<file path="config.mk">
export PLATFORM = sky130hd
export DESIGN_NAME = memory_access_stage
export DESIGN_NICKNAME = d
export VERILOG_FILES = /design/src/rtl/memory_access_stage.sv
export SDC_FILE = /design/constraint.sdc
export NUM_CORES = 1
export LEC_CHECK = 0
export BUFFER_PORTS_ARGS = -buffer_cell sky130_fd_sc_hd__buf_2
export CAP_MARGIN = 15
export CORE_AREA = 2 2 147 149
export DETAILED_ROUTE_END_ITERATION = 7
export DIE_AREA = 0 0 149 151
export GPL_ROUTABILITY_DRIVEN = 0
export PLACE_DENSITY_LB_ADDON = 0.3
export SYNTH_ARGS = -nofsm -noshare
export SYNTH_HDL_FRONTEND = slang
export SYNTH_SLANG_ARGS = --single-unit
</file>
<file path="constraint.sdc">
create_clock -name clk -period 7.8 [get_ports clk]
set_input_delay 1.17 -clock clk [delete_from_list [all_inputs] [get_ports clk]]
set_output_delay 1.17 -clock clk [all_outputs]
set_load 0.05 [all_outputs]
</file>
<file path="src/rtl/memory_access_stage.sv">
// MEM stage: drives a req/gnt/rvalid data port, aligns store lanes,
// extends load data and registers the MEM->WB bundle.
// Ports:
//   clk, rst (async, active-high)
//   in_*       : EX->MEM pipe register fields
//   stall      : hold upstream while an access is outstanding
//   dmem_*     : data-memory request/response port
//   out_*      : MEM->WB pipe register fields
module memory_access_stage #(
  parameter int XLEN       = 32,
  parameter int REG_ADDR_W = 5
) (
  input  logic                  clk,
  input  logic                  rst,
  input  logic                  in_valid,
  input  logic [XLEN-1:0]       in_pc,
  input  logic [XLEN-1:0]       in_irreg_pc,
  input  logic [XLEN-1:0]       in_alu_result,
  input  logic [XLEN-1:0]       in_w_data,
  input  logic [1:0]            in_mem_width,
  input  logic [REG_ADDR_W-1:0] in_rd_addr,
  input  logic                  in_rd_wen,
  input  logic                  in_is_store,
  input  logic                  in_is_load,
  input  logic                  in_is_load_unsigned,
  output logic                  stall,
  output logic                  dmem_req,
  output logic                  dmem_we,
  output logic [XLEN-1:0]       dmem_addr,
  output logic [3:0]            dmem_be,
  output logic [XLEN-1:0]       dmem_wdata,
  input  logic                  dmem_gnt,
  input  logic                  dmem_rvalid,
  input  logic [XLEN-1:0]       dmem_rdata,
  output logic                  out_valid,
  output logic [XLEN-1:0]       out_pc,
  output logic [XLEN-1:0]       out_irreg_pc,
  output logic [XLEN-1:0]       out_r_data,
  output logic [XLEN-1:0]       out_alu_result,
  output logic                  out_is_load,
  output logic                  out_rd_wen,
  output logic [REG_ADDR_W-1:0] out_rd_addr,
  output logic                  out_misaligned
);

  localparam logic [1:0] S_IDLE = 2'd0;
  localparam logic [1:0] S_WGNT = 2'd1;
  localparam logic [1:0] S_WRSP = 2'd2;

  logic [1:0]      state_q, state_d;
  logic [1:0]      off;
  logic            mem_op;
  logic            misal;
  logic            misal_op;
  logic            is_ld;
  logic            done;
  logic [7:0]      ld_byte;
  logic [15:0]     ld_half;
  logic [XLEN-1:0] ld_ext;
  logic [XLEN-1:0] r_data_d;

  assign off    = in_alu_result[1:0];
  assign mem_op = in_valid & (in_is_load | in_is_store);
  assign is_ld  = in_is_load;

  always_comb begin
    misal = 1'b0;
    case (in_mem_width)
      2'b00:   misal = 1'b0;
      2'b01:   misal = off[0];
      2'b10:   misal = (off != 2'b00);
      default: misal = 1'b1;
    endcase
  end

  assign misal_op = mem_op & misal;

  // Lane placement of store data and byte enables.
  always_comb begin
    dmem_be    = 4'b0000;
    dmem_wdata = in_w_data;
    case (in_mem_width)
      2'b00: begin
        dmem_be    = 4'b0001 << off;
        dmem_wdata = {4{in_w_data[7:0]}};
      end
      2'b01: begin
        dmem_be    = off[1] ? 4'b1100 : 4'b0011;
        dmem_wdata = {2{in_w_data[15:0]}};
      end
      2'b10: begin
        dmem_be    = 4'b1111;
        dmem_wdata = in_w_data;
      end
      default: begin
        dmem_be    = 4'b0000;
        dmem_wdata = in_w_data;
      end
    endcase
  end

  assign dmem_we   = in_is_store & ~in_is_load;
  assign dmem_addr = {in_alu_result[XLEN-1:2], 2'b00};

  // Load lane extraction and extension.
  assign ld_byte = dmem_rdata[{off, 3'b000} +: 8];
  assign ld_half = off[1] ? dmem_rdata[31:16] : dmem_rdata[15:0];

  always_comb begin
    ld_ext = dmem_rdata;
    case (in_mem_width)
      2'b00: ld_ext = in_is_load_unsigned
                    ? {{(XLEN-8){1'b0}}, ld_byte}
                    : {{(XLEN-8){ld_byte[7]}}, ld_byte};
      2'b01: ld_ext = in_is_load_unsigned
                    ? {{(XLEN-16){1'b0}}, ld_half}
                    : {{(XLEN-16){ld_half[15]}}, ld_half};
      default: ld_ext = dmem_rdata;
    endcase
  end

  assign r_data_d = (mem_op & is_ld & ~misal) ? ld_ext : '0;

  // Transaction FSM; rvalid is only honoured in S_WRSP.
  always_comb begin
    state_d = state_q;
    done    = 1'b0;
    case (state_q)
      S_IDLE: begin
        if (!mem_op || misal) begin
          done = 1'b1;
        end else if (dmem_gnt) begin
          if (is_ld) state_d = S_WRSP;
          else       done    = 1'b1;
        end else begin
          state_d = S_WGNT;
        end
      end
      S_WGNT: begin
        if (dmem_gnt) begin
          if (is_ld) begin
            state_d = S_WRSP;
          end else begin
            state_d = S_IDLE;
            done    = 1'b1;
          end
        end
      end
      S_WRSP: begin
        if (dmem_rvalid) begin
          state_d = S_IDLE;
          done    = 1'b1;
        end
      end
      default: begin
        state_d = S_IDLE;
        done    = 1'b1;
      end
    endcase
  end

  assign stall    = ~rst & ~done;
  assign dmem_req = ~rst & (((state_q == S_IDLE) & mem_op & ~misal)
                            | (state_q == S_WGNT));

  always_ff @(posedge clk or posedge rst) begin
    if (rst) state_q <= S_IDLE;
    else     state_q <= state_d;
  end

  always_ff @(posedge clk or posedge rst) begin
    if (rst) begin
      out_valid      <= 1'b0;
      out_pc         <= '0;
      out_irreg_pc   <= '0;
      out_r_data     <= '0;
      out_alu_result <= '0;
      out_is_load    <= 1'b0;
      out_rd_wen     <= 1'b0;
      out_rd_addr    <= '0;
      out_misaligned <= 1'b0;
    end else if (stall) begin
      out_valid <= 1'b0;
    end else begin
      out_valid      <= in_valid;
      out_pc         <= in_pc;
      out_irreg_pc   <= in_irreg_pc;
      out_r_data     <= r_data_d;
      out_alu_result <= in_alu_result;
      out_is_load    <= in_is_load;
      out_rd_wen     <= in_rd_wen & ~misal_op;
      out_rd_addr    <= in_rd_addr;
      out_misaligned <= misal_op;
    end
  end

endmodule

</file>
==> results.md, run 1 <==
- Worst hold stages: 1
- Sequential element share of the synthesized area: 51.26%
- Number of nets in the layout: 1043
- Mean post-synth cell area: 12.71 µm²
- Synth area leaders: dfrtp_1 (51%), mux2_2 (19%), mux2_4 (5.8%)
- Commonest cells post-synth: dfrtp_1 (139), mux2_2 (112), buf_4 (40), mux2_4 (26), inv_1 (24)
- Clock latency on the worst-skew pair: 410 ps
- Max Transition Viols Final: 0
- Startpoint Class: input port
- DIE AREA: 22500 µm²
- Mapped cell area: around 6800 µm²
- Max Freq: 223.1 MHz
- Clock Sinks: 139
- Post-placement worst setup slack: 3194 ps
- Vias: between 5000 and 6000
- Period utilisation layout: 57.46%
- Endpoints failing hold: 0
- Vias per Instance: 4.632
- GR peak layer: met2
- Async SR Flop Fraction: 100.0%
- Clock transition at path regs: 60 ps
- Layout cell share with drive strength beyond 1: 63.64%
- Post-synth top flop: dfrtp_1
- Setup crit end kind: primary output
- Reg-to-Reg End: out_pc[0]
- Final worst path period need: 4482 ps
- Routed len/inst: 16.77 µm
- R2R cell count: 6
- Status: finished, final reports clean
- Final setup vio count: 0
- Crit path DAT: ~3300 ps
- Clock skew: 16.72 ps
- Clock Tree Buf Depth: 2
- Multi-input gate area: roughly 2700 µm²
- Clock buffer count from CTS: 17
- Max-Cap Viols: 0
- Core Region: 20820 µm²
- Top-count cell post-synth: dfrtp_1
- FF/Latch Area: 3478 µm²
- CP Class: in2out
- Met3 Resource Use GR: 5.060%
- Resized cells post-CTS: 0
- Hold crit path type: reg2reg
- H-tree Lvls: 4
- Met1 usage: between 20% and 30%
- Drt drc: 0
- Remaining Overflow, GRT: 0
- Drt first pass iters: 6
- Reg2reg start: state_q[0]
- Distinct cell type count after synthesis: 37
- Cell taking the most area after synthesis: dfrtp_1
- IO Pins: ~380
- Die Width: 149 µm
- PortBufs: 381
- YS warnings: 0
- Row count: 53
- Global Route Usage Sum: 16.64%
- Cell count after synthesis: 534
- CP Max Fanout: 89
- First-pass GRT wire length: 28.85 mm
- Layout area overhead: 35.48%
- Max VDD drop: 0.1489 mV
- RSZ-0062 raised after global routing: no
- Pwr/cell area: 238.5 nW/µm²
- Placed wire-length estimate: about 15 mm
- Cts hold-fix bufs: 0
- Slew at the pin with the worst max-slew slack: between 900 and 1000 ps
- Number of synthesized flops with an enable pin: 0
- # Post-CTS Setup Buffers: 0
- Fill count: between 2000 and 2500
- Setup TNS: 0 ps
- Sink of the worst hold path: out_r_data[6]
- Hold path start: out_r_data[6]
- Initial Util: 32.59%
- Pin count of the biggest net entering global routing: 90
- Routed Antenna Nets: 0
- Initial antenna violation count: 1
- R2R setup slack: approximately 4800 ps
- Required @ worst endpoint: 6630 ps
- Top cell type's share of synthesized area: 51.26%
- DR iter-0 viols: 267
- WL final: 19.41 mm
- Final WS setup: 3318 ps
- #FFs+latches synth: roughly 140
- M2 GR Usage: around 28%
- Leakage: 4.745 nW
- Slew HR: 35.63%
- Vias in the first global route: 5129
- Chip Height: 151 µm
- CTS tree: yes
- Clock root cell: clkbuf_16
[cells by family after synthesis]
family	Yosys count	share of synthesized area [%]
AO/OA/AOI/OAI	79	8.851
other	1	0.05527
buffers and inverters	99	8.353
AND/OR/NAND/NOR	65	5.034
flip-flops	139	51.26
multiplexers	151	26.44
[critical path, cell delays in order]
cell and delay, ps:
buf_2 130, inv_6 540, o311a_1 370, o311ai_4 130, inv_4 530, buf_2 390
[per-stage QoR]
stage / hold WS [ps] / power [mW] / instance area [µm²] / util, % / std cells
2_1_floorplan: 610.4 / 1.286 / 6789 / - / 535
3_3_place_gp: 472.7 / 1.435 / 8605 / 41.32 / 1121
3_5_place_dp: 478.1 / 1.439 / 8605 / 41.32 / 1121
4_1_cts: 495.8 / 2.226 / 9173 / 44.05 / 1153
5_1_grt: 502.7 / 2.296 / 9190 / 44.14 / 1156
6_report: 487.6 / 2.193 / 9193 / 44.15 / 1157
[worst max-delay path by stage]
stage | cells after the start | start | endpoint | slack (ps)
2_1_floorplan | 6 | rst | stall | 1260
3_3_place_gp | 6 | rst | stall | 3200
3_5_place_dp | 6 | rst | stall | 3190
4_1_cts | 6 | rst | stall | 3190
5_1_grt | 6 | rst | stall | 3070
6_report | 6 | rst | stall | 3320
[power breakdown]
part           internal, mW  switching [mW]
Clock                 0.446           0.324
Combinational         0.178           0.439
Sequential            0.778          0.0285
[cell usage in the layout, fill, tap and decap left out, types with 3 or more instances in the layout]
cell	count
a21o_1	7
nor2_1	9
and2_1	3
nor3_1	4
o2bb2ai_1	6
clkinvlp_4	3
and3b_1	7
mux2_2	112
inv_1	23
inv_6	4
o21ai_0	19
mux2i_1	12
a21oi_1	9
mux2_4	26
a221oi_1	17
a222oi_1	6
dfrtp_1	139
nand2_1	19
buf_2	381
a22o_1	7
clkbuf_16	17
clkinv_4	5
nor2b_1	10
buf_4	6
nand3_1	8
[final cells by class]
cell class,count,share of cell area [%]
flip-flops and latches,139,37.84
multi-input cells,297,29.85
repair buffers,387,21.23
clock buffers,18,4.669
well taps,275,3.743
clock inverters,14,1.511
inverters,25,1.102
diodes,2,0.05444
[routing by layer]
metal	vias up	share of wire [%]
li1	2552	-
met1	2570	41
met2	227	50
met3	10	8.1
met4	0	0.82
met5	-	0
[registers in the layout, summed over array words and instances (netlist names)]
signal	count
out_pc	32
out_r_data	32
out_misaligned	1
out_irreg_pc	32
state_q	2
out_rd_addr	5
out_alu_result	32
out_rd_wen	1
out_valid	1
out_is_load	1
No activity file was read; power rests on OpenSTA's default activity.
==> run 2: changes to the inputs <==
ABC_AREA = 1   (was unset)
CORE_AREA = 2 2 150 152   (was 2 2 147 149)
DIE_AREA = 0 0 152 154   (was 0 0 149 151)
clock period = 3.8 ns   (was 7.8 ns; I/O delays follow)
==> results.md, run 2 <==
- Status: finished, final reports clean
- Sequential element share of the synthesized area: 50.31% (-0.96 points)
- Die Width: 152 µm (+2.0%)
- Leakage: 5.432 nW (+14%)
- Commonest cells post-synth: nand2_1 (503), dfrtp_1 (139), buf_4 (43), o21ai_0 (40), inv_1 (33)
- PortBufs: 381 (unchanged)
- R2R setup slack: 1880 ps (-2910 ps)
- Reg-to-Reg End: out_r_data[1]
- Initial antenna violation count: 1 (unchanged)
- Max Freq: 309.7 MHz
- Routed Antenna Nets: 0 (unchanged)
- Synth area leaders: dfrtp_1 (50%), nand2_1 (27%), buf_4 (4.7%)
- Number of nets in the layout: 1405 (+35%)
- Final WS setup: 571.4 ps (-2747 ps)
- Delay-heaviest family, CP: simple AND/OR/NAND/NOR gates
- Post-placement worst setup slack: 561.3 ps (-2633 ps)
- Max VDD drop: 0.4160 mV (+180%)
- Distinct cell type count after synthesis: 36 (-2.7%)
- Commonest non-fill, non-tap cells in the layout: nand2_1 (502), buf_2 (381), dfrtp_1 (139), o21ai_0 (40), inv_1 (32)
- CP Max Fanout: 19 (-79%)
- Top-count cell post-synth: nand2_1
- Core Region: 21690 µm² (+4.2%)
- Vias: 6911 (+29%)
- Internal: 3.610 mW (+160%)
- Slowest library cell on the worst path: nand2_1
- Startpoint Class: input port
- Slew at the pin with the worst max-slew slack: 850.1 ps (-111.9 ps)
- Clock buffer count from CTS: 17 (unchanged)
- Vias per Instance: 4.541 (-2.0%)
- Crit path DAT: 2660 ps (-650 ps)
- Fill count: 2314 (+14%)
- Cts hold-fix bufs: 0 (unchanged)
- Mapped cell area: 6914 µm² (+1.9%)
- Cell count after synthesis: 904 (+69%)
- Gate power share: 44.5% (+16 points)
- Max Transition Viols Final: 0 (unchanged)
- Vias in the first global route: 6561 (+28%)
- Routed len/inst: 15.71 µm (-6.4%)
- Setup TNS: 0 ps (unchanged)
- Max-Cap Viols: 0 (unchanged)
- Placed wire-length estimate: 18.07 mm (+25%)
- Period utilisation layout: 84.96%
- #FFs+latches synth: 139 (unchanged)
- DIE AREA: 23410 µm² (+4.0%)
- Endpoints failing hold: 0 (unchanged)
- Worst Path Buf+Inv: 3 (-1)
- Clock transition at path regs: 70 ps (about the same)
- Pin count of the biggest net entering global routing: 142 (+58%)
- Cell taking the most area after synthesis: dfrtp_1
- CP Class: in2out
- Chip Height: 154 µm (+2.0%)
- Mean post-synth cell area: 7.648 µm² (-40%)
- Setup crit end kind: primary output
- Top cell type's share of synthesized area: 50.31% (-0.96 points)
- Clock network fraction of total power: 25.8% (-9.3 points)
- Final setup vio count: 0 (unchanged)
- Clock Tree Buf Depth: 2 (unchanged)
- Initial Util: 31.88% (-0.71 points)
- Remaining Overflow, GRT: 0 (unchanged)
- Layout cell share with drive strength beyond 1: 36.71% (-27 points)
- Final worst path period need: 3229 ps
- Row count: 54 (+1.9%)
- YS warnings: 0 (unchanged)
- CTS tree: yes
- Number of synthesized flops with an enable pin: 0 (unchanged)
- DR iter-0 viols: 498 (+87%)
- Clock Sinks: 139 (unchanged)
- RSZ-0062 raised after global routing: no
- Clock root cell: clkbuf_16
- CP cell instances: buf_2 -> inv_4 -> nand2_1 -> nor2_2 -> nor2_2 -> a21oi_1 -> a21oi_1 -> buf_2
- Clock latency on the worst-skew pair: 420 ps (about the same)
- IO Pins: 384 (unchanged)
- Max stage delay on crit path: 410 ps (-130 ps)
- Layout area overhead: 34.53%
- WL final: 23.91 mm (+23%)
- Resized cells post-CTS: 0 (unchanged)
- Required @ worst endpoint: 3230 ps (-3400 ps)
- R2R cell count: 6 (unchanged)
- Antenna Diode Count: 0 (-2)
- # Post-CTS Setup Buffers: 0 (unchanged)
- Drt drc: 0 (unchanged)
- First-pass GRT wire length: 36.83 mm (+28%)
- Slew HR: 43.19% (+7.6 points)
- Drt first pass iters: 5 (-1)
- P_sw: 3.399 mW (+330%)
- Async SR Flop Fraction: 100.0% (unchanged)
- Clock skew: 6.256 ps (-10.47 ps)
- Post-synth top flop: dfrtp_1
- Commonest non-fill, non-tap cell in the layout: nand2_1
- Reg2reg start: state_q[1]
- Global Route Usage Sum: 20.08% (+3.4 points)
- Hold crit path type: in2async
- Pwr/cell area: 753.5 nW/µm² (+220%)
- Reg power frac: 29.7% (-7.1 points)
- Sw Share: 48.49% (+12 points)
- H-tree Lvls: 4 (unchanged)
[run 2: cell types whose count changed after synthesis, sizes merged, moves of 10 or more]
cell,previous run,this run
nand2,19,514
mux2,138,0
o21ai,19,61
a221oi,17,0
nand3,8,23
mux2i,12,0
inv,25,36
buf,58,68
nor2b,10,0
[run 2: worst register-to-register path: stages (launching register included)]
cell and delay [ps]:
dfrtp_1 420, inv_1 100, o21ai_1 70, a21oi_1 220
nand2_4 110, nand2_1 630, o21ai_0 210
[run 2: cells by family (layout without fill, tap and decap cells)]
| logic type | Yosys count | in the layout | synth area share [%] |
|---|---|---|---|
| flops | 139 | 139 | 50.31 |
| compound gates | 78 | 78 | 6.135 |
| other cells | 1 | 2 | 0.05424 |
| buf+inv | 124 | 461 | 11.15 |
| simple gates | 562 | 562 | 32.36 |
[run 2: how the worst max path moves through the flow]
stage | start | endpoint | slack, ps | cells past startpoint
floorplan | in_alu_result[1] | dmem_be[3] | 1020 | 4
global placement | in_mem_width[1] | dmem_be[0] | 640 | 8
detailed placement | in_mem_width[1] | dmem_be[0] | 560 | 8
CTS | in_mem_width[1] | dmem_be[0] | 560 | 8
global route | in_mem_width[1] | dmem_be[0] | 430 | 8
finish | in_mem_width[1] | dmem_be[0] | 570 | 8
[run 2: metrics by stage]
step | utilization, % | std cells | power (mW) | area (µm²) | hold WS, ps
CTS | 42.89 | 1522 | 7.089 | 9301 | 171.0
detailed placement | 39.96 | 1490 | 5.261 | 8667 | 452.7
global route | 42.89 | 1522 | 7.366 | 9301 | 179.6
floorplan | - | 905 | 4.527 | 6922 | 471.2
finish | 42.89 | 1522 | 7.009 | 9301 | 175.6
global placement | 39.96 | 1490 | 5.233 | 8667 | 448.9
[run 2: layout make-up]
cell class                 instances  area, µm²  share of cell area (%)
sequential                       139       3478                   37.40
multi-input combinational        642       2676                   28.77
timing repair buffer             391       2007                   21.58
clock buffer                      17      425.4                   4.574
tap                              280      350.3                   3.766
clock inverter                    15      209.0                   2.246
inverter                          38      155.1                   1.668
[run 2: metal layers]
| metal | part of all wire [%] | vias to the layer above | GRT usage, % |
|---|---|---|---|
| met5 | 0 | - | 0 |
| met2 | 52 | 313 | 36.47 |
| met1 | 41 | 3163 | 24.05 |
| met4 | 1.5 | 0 | 5.964 |
| met3 | 5.8 | 27 | 3.946 |
| li1 | - | 3408 | - |
[run 2: power by group through the flow]
stage	registers [mW]	clock network, mW	logic [mW]
after floorplan	3.45	0	1.07
after global routing	2.14	1.90	3.32
after detailed placement	2.11	0	3.15
after global placement	2.10	0	3.13
after CTS	2.09	1.85	3.16
final	2.08	1.81	3.12
==> run 3: changes to the inputs <==
ABC_AREA = 0   (was 1)
clock period = 2.9 ns   (was 3.8 ns; I/O delays follow)
==> results.md, run 3 (same netlist as run 1, synthesis figures left out) <==
- Pwr/cell area: 650.3 nW/µm² (-14%)
- Clock Tree Buf Depth: 2 (unchanged)
- Hold path start: dmem_gnt
- Routed len/inst: 18.51 µm (+18%)
- Initial Util: 31.29% (-0.59 points)
- Period utilisation layout: 82.56%
- Row count: 54 (unchanged)
- IO Pins: 384 (unchanged)
- Required @ worst endpoint: 2470 ps (-760 ps)
- Hold crit path type: in2reg
- Core Region: 21690 µm² (unchanged)
- Met1 usage: 20.59% (-3.5 points)
- Fin cells: 1170 (-23%)
- Placed wire-length estimate: 16.46 mm (-8.9%)
- Max VDD drop: 0.3552 mV (-15%)
- Reg2reg start: state_q[0]
- First-pass GRT wire length: 32.78 mm (-11%)
- Tot Pwr: 6.048 mW (-14%)
- Number of nets in the layout: 1051 (-25%)
- Cts hold-fix bufs: 0 (unchanged)
- Startpoint Class: flip-flop
- Clock transition at path regs: 60 ps (about the same)
- Endpoints failing hold: 0 (unchanged)
- Routed Antenna Nets: 0 (unchanged)
- Met3 Resource Use GR: 6.764% (+2.8 points)
- Initial antenna violation count: 3 (+2)
- Crit path DAT: 1960 ps (-700 ps)
- Clock buffer count from CTS: 17 (unchanged)
- Vias: 5511 (-20%)
- WL final: 21.65 mm (-9.4%)
- Commonest non-fill, non-tap cell in the layout: buf_2
- PortBufs: 381 (unchanged)
- R2R cell count: 6 (unchanged)
- R2R setup slack: 760 ps (-1120 ps)
- DIE AREA: 23410 µm² (unchanged)
- Max-Cap Viols: 0 (unchanged)
- Vias per Instance: 4.710 (+3.7%)
- Worst hold stages: 2
- DR iter-0 viols: 308 (-38%)
- Pin count of the biggest net entering global routing: 140 (-1.4%)
- RSZ-0062 raised after global routing: no
- Slew at the pin with the worst max-slew slack: 811.7 ps (-38.42 ps)
- Status: finished, final reports clean
- Max Freq: approximately 420 MHz
- Setup crit end kind: primary output
- Global Route Usage Sum: 18.08% (-2.0 points)
- Placed instance area: 8710 µm² (+0.49%)
- Drt drc: 0 (unchanged)
- Layout cell share with drive strength beyond 1: 64.04% (+27 points)
- Chip Height: 154 µm (unchanged)
- Clock Sinks: 139 (unchanged)
- Layout area overhead: 37.06%
- Max Transition Viols Final: 0 (unchanged)
- Max stage delay on crit path: 450 ps (+40 ps)
- Remaining Overflow, GRT: 0 (unchanged)
- Final worst path period need: 2394 ps
- Commonest non-fill, non-tap cells in the layout: buf_2 (381), dfrtp_1 (139), mux2_2 (112), mux2_4 (26), inv_1 (23)
- Leakage: 4.802 nW (-12%)
- GR peak layer: met2
- Fill count: 2088 (-9.8%)
- Clock skew: 9.318 ps (+3.062 ps)
- Placed insts: 1136 (-24%)
- Resized cells post-CTS: 0 (unchanged)
- Slowest library cell on the worst path: dfrtp_1
- CP cell instances: o21ai_0 -> o311a_1 -> o311ai_4 -> inv_4 -> buf_2
- H-tree Lvls: 4 (unchanged)
- Layout Cell Area excl Fill: 9300 µm² (about the same)
- CTS tree: yes
- Reg-to-Reg End: out_pc[20]
- Hold_ws: 210.9 ps (+35.29 ps)
- Die Width: 152 µm (unchanged)
- CP Max Fanout: 10 (-9)
- Clock latency on the worst-skew pair: 420 ps (about the same)
- Drt first pass iters: 8 (+3)
- Slew HR: 45.89% (+2.7 points)
- M2 GR Usage: 31.57% (-4.9 points)
- # Post-CTS Setup Buffers: 0 (unchanged)
- CP Class: reg2out
- Final setup vio count: 0 (unchanged)
- Clock root cell: clkbuf_16
- Sink of the worst hold path: state_q[0]
- Vias in the first global route: 5725 (-13%)
-- run 3: through the flow --
stage	setup WS, ps	TNS (ps)	util [%]
6_report	505.9	0	42.88
2_1_floorplan	-853.8	-99140	-
3_5_place_dp	431.0	0	40.16
4_1_cts	466.4	0	42.85
5_1_grt	327.2	0	42.88
3_3_place_gp	476.6	0	40.16
-- run 3: worst max-delay path, delay by kind of cell, from the launching register on --
kind                   cells  cell delay [ps]
AOI/OAI and AO/OA          3              620
buffers and inverters      2              470
DFF                        1              450
-- run 3: routing by layer --
| metal | vias up | share of wire (%) |
|---|---|---|
| met5 | - | 0 |
| met4 | 0 | 1.6 |
| met3 | 24 | 8.8 |
| met2 | 289 | 52 |
| met1 | 2641 | 38 |
| li1 | 2557 | - |
-- run 3: area by class of cell --
class	instances	area [µm²]	area share, %
Clock inverter	14	157.7	1.695
Clock buffer	17	425.4	4.574
Antenna cell	3	7.507	0.08072
Sequential cell	139	3478	37.40
Inverter	25	100.1	1.076
Multi-Input combinational cell	297	2744	29.50
Timing Repair Buffer	395	2037	21.90
Tap cell	280	350.3	3.767
-- run 3: worst max path at each step --
| stage | from | endpoint | slack, ps |
|---|---|---|---|
| 2_1_floorplan | rst | stall | -850 |
| 4_1_cts | state_q[0] | stall | 470 |
| 3_5_place_dp | in_alu_result[1] | out_r_data[22] | 430 |
| 5_1_grt | state_q[0] | stall | 330 |
| 3_3_place_gp | in_alu_result[1] | out_r_data[18] | 480 |
| 6_report | state_q[0] | stall | 510 |
-- run 3: where the power goes --
group / internal [mW] / switching [mW] / leakage [nW]
Clock: 1.28 / 0.905 / 0.283
Combinational: 0.489 / 1.20 / 2.82
Sequential: 2.09 / 0.0817 / 1.69
